==> src/rtl/alu_share_arbiter.sv <==
// Round-robin time-sharing of one external ALU between two requesters.
// An accepted operation is held on alu_op for LATENCY cycles and its result is returned over valid/ready.
module alu_share_arbiter #(
    parameter int OP_W    = 113,
    parameter int LATENCY = 1
) (
    input  logic            clk,
    input  logic            rst,
    input  logic            req_valid_a,
    output logic            req_ready_a,
    input  logic [OP_W-1:0] req_op_a,
    input  logic            req_valid_b,
    output logic            req_ready_b,
    input  logic [OP_W-1:0] req_op_b,
    output logic [OP_W-1:0] alu_op,
    input  logic [31:0]     alu_result,
    input  logic            alu_zero,
    output logic            resp_valid,
    output logic            resp_id,
    output logic [31:0]     resp_result,
    output logic            resp_zero,
    input  logic            resp_ready,
    output logic            busy
);

    typedef enum logic [1:0] {IDLE, EXEC, RESP} state_t;

    state_t          state_q;
    logic            last_grant_q;
    logic [3:0]      cnt_q;
    logic [OP_W-1:0] alu_op_q;
    logic            resp_valid_q;
    logic            resp_id_q;
    logic [31:0]     resp_result_q;
    logic            resp_zero_q;

    logic win_b_d;
    logic accept_d;

    // On a tie B wins only when A held the last grant.
    assign win_b_d  = req_valid_b & (~req_valid_a | ~last_grant_q);
    assign req_ready_a = ~rst & (state_q == IDLE) & req_valid_a & ~win_b_d;
    assign req_ready_b = ~rst & (state_q == IDLE) & win_b_d;
    assign accept_d = req_ready_a | req_ready_b;

    always_ff @(posedge clk or posedge rst) begin
        if (rst) begin
            state_q       <= IDLE;
            last_grant_q  <= 1'b1;
            cnt_q         <= 4'd0;
            alu_op_q      <= '0;
            resp_valid_q  <= 1'b0;
            resp_id_q     <= 1'b0;
            resp_result_q <= 32'd0;
            resp_zero_q   <= 1'b0;
        end else begin
            case (state_q)
                IDLE: begin
                    if (accept_d) begin
                        alu_op_q     <= win_b_d ? req_op_b : req_op_a;
                        resp_id_q    <= win_b_d;
                        last_grant_q <= win_b_d;
                        cnt_q        <= 4'(LATENCY);
                        state_q      <= EXEC;
                    end
                end
                EXEC: begin
                    cnt_q <= cnt_q - 4'd1;
                    if (cnt_q == 4'd1) begin
                        resp_result_q <= alu_result;
                        resp_zero_q   <= alu_zero;
                        resp_valid_q  <= 1'b1;
                        state_q       <= RESP;
                    end
                end
                RESP: begin
                    if (resp_ready) begin
                        resp_valid_q <= 1'b0;
                        state_q      <= IDLE;
                    end
                end
                default: state_q <= IDLE;
            endcase
        end
    end

    assign alu_op      = alu_op_q;
    assign resp_valid  = resp_valid_q;
    assign resp_id     = resp_id_q;
    assign resp_result = resp_result_q;
    assign resp_zero   = resp_zero_q;
    assign busy        = (state_q != IDLE);

endmodule

==> config.mk <==
export PLATFORM = sky130hd
export DESIGN_NAME = alu_share_arbiter
export DESIGN_NICKNAME = d
export VERILOG_FILES = /design/src/rtl/alu_share_arbiter.sv
export SDC_FILE = /design/constraint.sdc
export NUM_CORES = 1
export LEC_CHECK = 0
export BUFFER_PORTS_ARGS = -buffer_cell sky130_fd_sc_hd__buf_2
export CAP_MARGIN = 25
export CORE_AREA = 3 3 160 162
export CTS_BUF_LIST = sky130_fd_sc_hd__clkbuf_4
export DETAILED_ROUTE_END_ITERATION = 16
export DIE_AREA = 0 0 163 165
export PLACE_DENSITY_LB_ADDON = 0.3
export SLEW_MARGIN = 0
export SYNTH_ARGS = -nofsm -noshare
export SYNTH_HDL_FRONTEND = slang
export SYNTH_SLANG_ARGS = --single-unit
==> constraint.sdc <==
create_clock -name clk -period 5.7 [get_ports clk]
set_input_delay 0.57 -clock clk [delete_from_list [all_inputs] [get_ports clk]]
set_output_delay 0.57 -clock clk [all_outputs]
set_load 0.02 [all_outputs]
==> results.json <==
{
  "status": "completed",
  "gr-total-overflow": 0,
  "fin_cells": 1238,
  "yosys_warnings": 0,
  "power.density_nw_per_um2": 543,
  "hold_viol": 0,
  "worst_hold_path_type": "primary input to register",
  "synth_cell_types": 30,
  "busiest_layer": "met2",
  "finalWirelength_microns": 22900,
  "gp_congestion": 0.810,
  "wl_per_cell_microns": 18.5,
  "die_h_microns": 165,
  "rows": 57,
  "synth_area_leaders": "dfrtp_1, o221a_2, or3_1",
  "nFillCells": 2439,
  "fin_worst_skew_ns": 0.0227,
  "fin_nets": 1163,
  "grt_max_degree": 116,
  "via_per_inst": 4.82,
  "io_pins": 415,
  "worstSetupPathType": "primary input to output pin",
  "fin_crit_sh_pct": 56.7,
  "die_width_microns": 163,
  "syn_area_sq_um": 6750,
  "worstPathCellList": "dlygate4sd3_1 -> buf_2 -> or4b_4 -> buf_12 -> nor2_1 -> buf_2",
  "grt_pass1_wl_microns": 34100,
  "grt_pass1_vias": 5997,
  "maxSlewViolCount": 0,
  "post-route-drc-count": 0,
  "synthCells": 507,
  "start_kind": "primary input",
  "final_area_sq_um": 9350,
  "end_kind": "output pin",
  "grtUsageTotal_pct": 16.0,
  "critical-path-top-delay-family": "buffers and inverters",
  "grt_use_met1_pct": 20.6,
  "critPathSlowestCell": "or4b_4",
  "vdd_drop_max_uv": 233,
  "synth_fp_nets": 773,
  "arrival_ns": 2.66,
  "cts_buffers": 17,
  "vias": 5967,
  "crit_buf_inv": 4,
  "final_antenna_net_count": 0,
  "gr-usage-met3_pct": 4.67,
  "grt_antenna_before_repair": 3,
  "synthArstFlopShare_pct": 100,
  "synth_top_cell_area_share_pct": 57.1,
  "leakage_uw": 0.00424,
  "cts_buffer_depth": 2,
  "io_buffers": 414,
  "ys.flop_type": "dfrtp_1",
  "syn_to_final_growth_pct": 38.5,
  "place_inst": 1200,
  "cts_hold_buf": 1,
  "grt_use_met2_pct": 26.3,
  "worstPathRequired_ns": 5.13,
  "post-route-min-period_ns": 3.23,
  "rsz0062_at_grt": "false",
  "cap_viol_max_count": 0,
  "initial_core_util_pct": 27.8,
  "relSlewSlack_pct": 45.6,
  "synth-seq-cells": 155,
  "firstDrtPassIters": 5,
  "clk_pin_slew_worst_paths_ns": 0.15,
  "yosysTopAreaCell": "dfrtp_1",
  "tns_ns": 0,
  "synth_area_per_cell_sq_um": 13.3,
  "postCtsSetupBuffers": 0,
  "drt_iter0_drc": 370,
  "timing.fmax_mhz": 309,
  "die_area_sq_um": 26900,
  "hpwl_microns": 16500,
  "cpMostUsedCell": "buf_2",
  "place_area_sq_um": 9060,
  "yosysSeqAreaShare_pct": 57.5,
  "core_area_sq_um": 24200,
  "cts_root_buf": "clkbuf_4",
  "cts_repair_resize_count": 0,
  "setup_viol": 0,
  "h-tree-depth": 4,
  "drive_above_1_share_pct": 66.7,
  "clock_sinks": 155,
  "critPathMaxFanout": 72,
  "worst_pin_slew_ns": 0.816,
  "clock_latency_ns": 0.52,
  "tritoncts": "yes",
  "synth_edf_count": 0,
  "critical-path-max-stage-delay_ns": 0.71
}
registers in the layout, indices dropped and copies added (netlist names):
signal and count:
resp_result 32, resp_valid 1, state_q 2, resp_zero 1, resp_id 1, cnt_q 4, alu_op 113, last_grant_q 1
metal layers:
metal | vias to the layer above | wire, microns
li1 | 2799 | -
met1 | 2877 | 9620
met2 | 270 | 11200
met3 | 21 | 1700
met4 | 0 | 348
met5 | - | 0
power by group:
part	leakage, uW	switching [uW]	internal, uW	total, uW
registers	0.00173	299	1640	1930
logic	0.00239	1430	1080	2510
clock network	0.000129	437	187	624
total	0.00424	2170	2900	5070
synth_stat cells (all sizes together) (2+ instances only):
cell	instances
o221a	113
mux2	33
nand2	3
or3	114
nor2	2
ha	2
o21ai	5
dfrtp	154
nand2b	5
nor3	3
buf	17
or4b	2
inv	5
clkbuf	36
layout by cell type, fill, tap and decap left out, drive strengths merged, types with 3 or more instances in the layout:
cell type / synthesis / final
buf: 17 / 423
dfrtp: 154 / 154
or3: 114 / 114
o221a: 113 / 113
mux2: 33 / 33
clkbuf: 36 / 18
inv: 5 / 10
clkinv: 0 / 6
nand2b: 5 / 5
o21ai: 5 / 5
diode: 0 / 4
nand2: 3 / 3
clkinvlp: 0 / 3
nor3: 3 / 3
final timing paths:
path                                             start                     end  slack (ns)  depth (start not counted)
max in group asynchronous                          rst   alu_op[2]$_DFFE_PP0P_        3.98                          4
worst max-delay path                               rst             req_ready_b        2.47                          6
min in group asynchronous                          rst  state_q[1]$_DFFE_PP0P_        0.63                          3
worst max register to register  state_q[0]$_DFFE_PP0P_  alu_op[63]$_DFFE_PP0P_        3.36                          4
worst min-delay path                        resp_ready  state_q[1]$_DFFE_PP0P_        0.25                          2
worst min register to register     resp_id$_DFFE_PP0P_     resp_id$_DFFE_PP0P_        0.50                          1
area by class of cell:
cell class                 count  area [sq um]  share of cell area [%]
inverter                       5          23.8                   0.254
timing repair buffer         424          2160                    23.1
multi-input combinational    294          2620                    28.0
tap                          324           405                    4.34
sequential                   155          3880                    41.5
antenna                        4          10.0                   0.107
clock buffer                  18           135                    1.45
clock inverter                14           114                    1.22
cells by family (layout without fill, tap and decap cells):
kind of cell    count (synthesis)  in the layout  share of synthesized area (%)
flops                         155            155                           57.5
simple gates                  134            134                           12.4
compound gates                123            123                           19.9
buf+inv                        58            461                           4.10
mux                            34             34                           5.66
fa+ha+maj                       2              2                          0.371
xor+xnor                        1              1                          0.130
other cells                     0              4                              0
through the flow:
stage          util (%)  hold WS (ns)  total power (uW)  worst slack, ns
3_3_place_gp       37.3         0.460              4470             2.99
3_5_place_dp       37.3         0.470              4500             2.98
5_1_grt            38.5         0.154              5410             2.32
6_report           38.5         0.250              5070             2.47
4_1_cts            38.4         0.159              5150             2.42
2_1_floorplan         -         0.468              3590            0.954
Power figures use the tool's default switching activity.
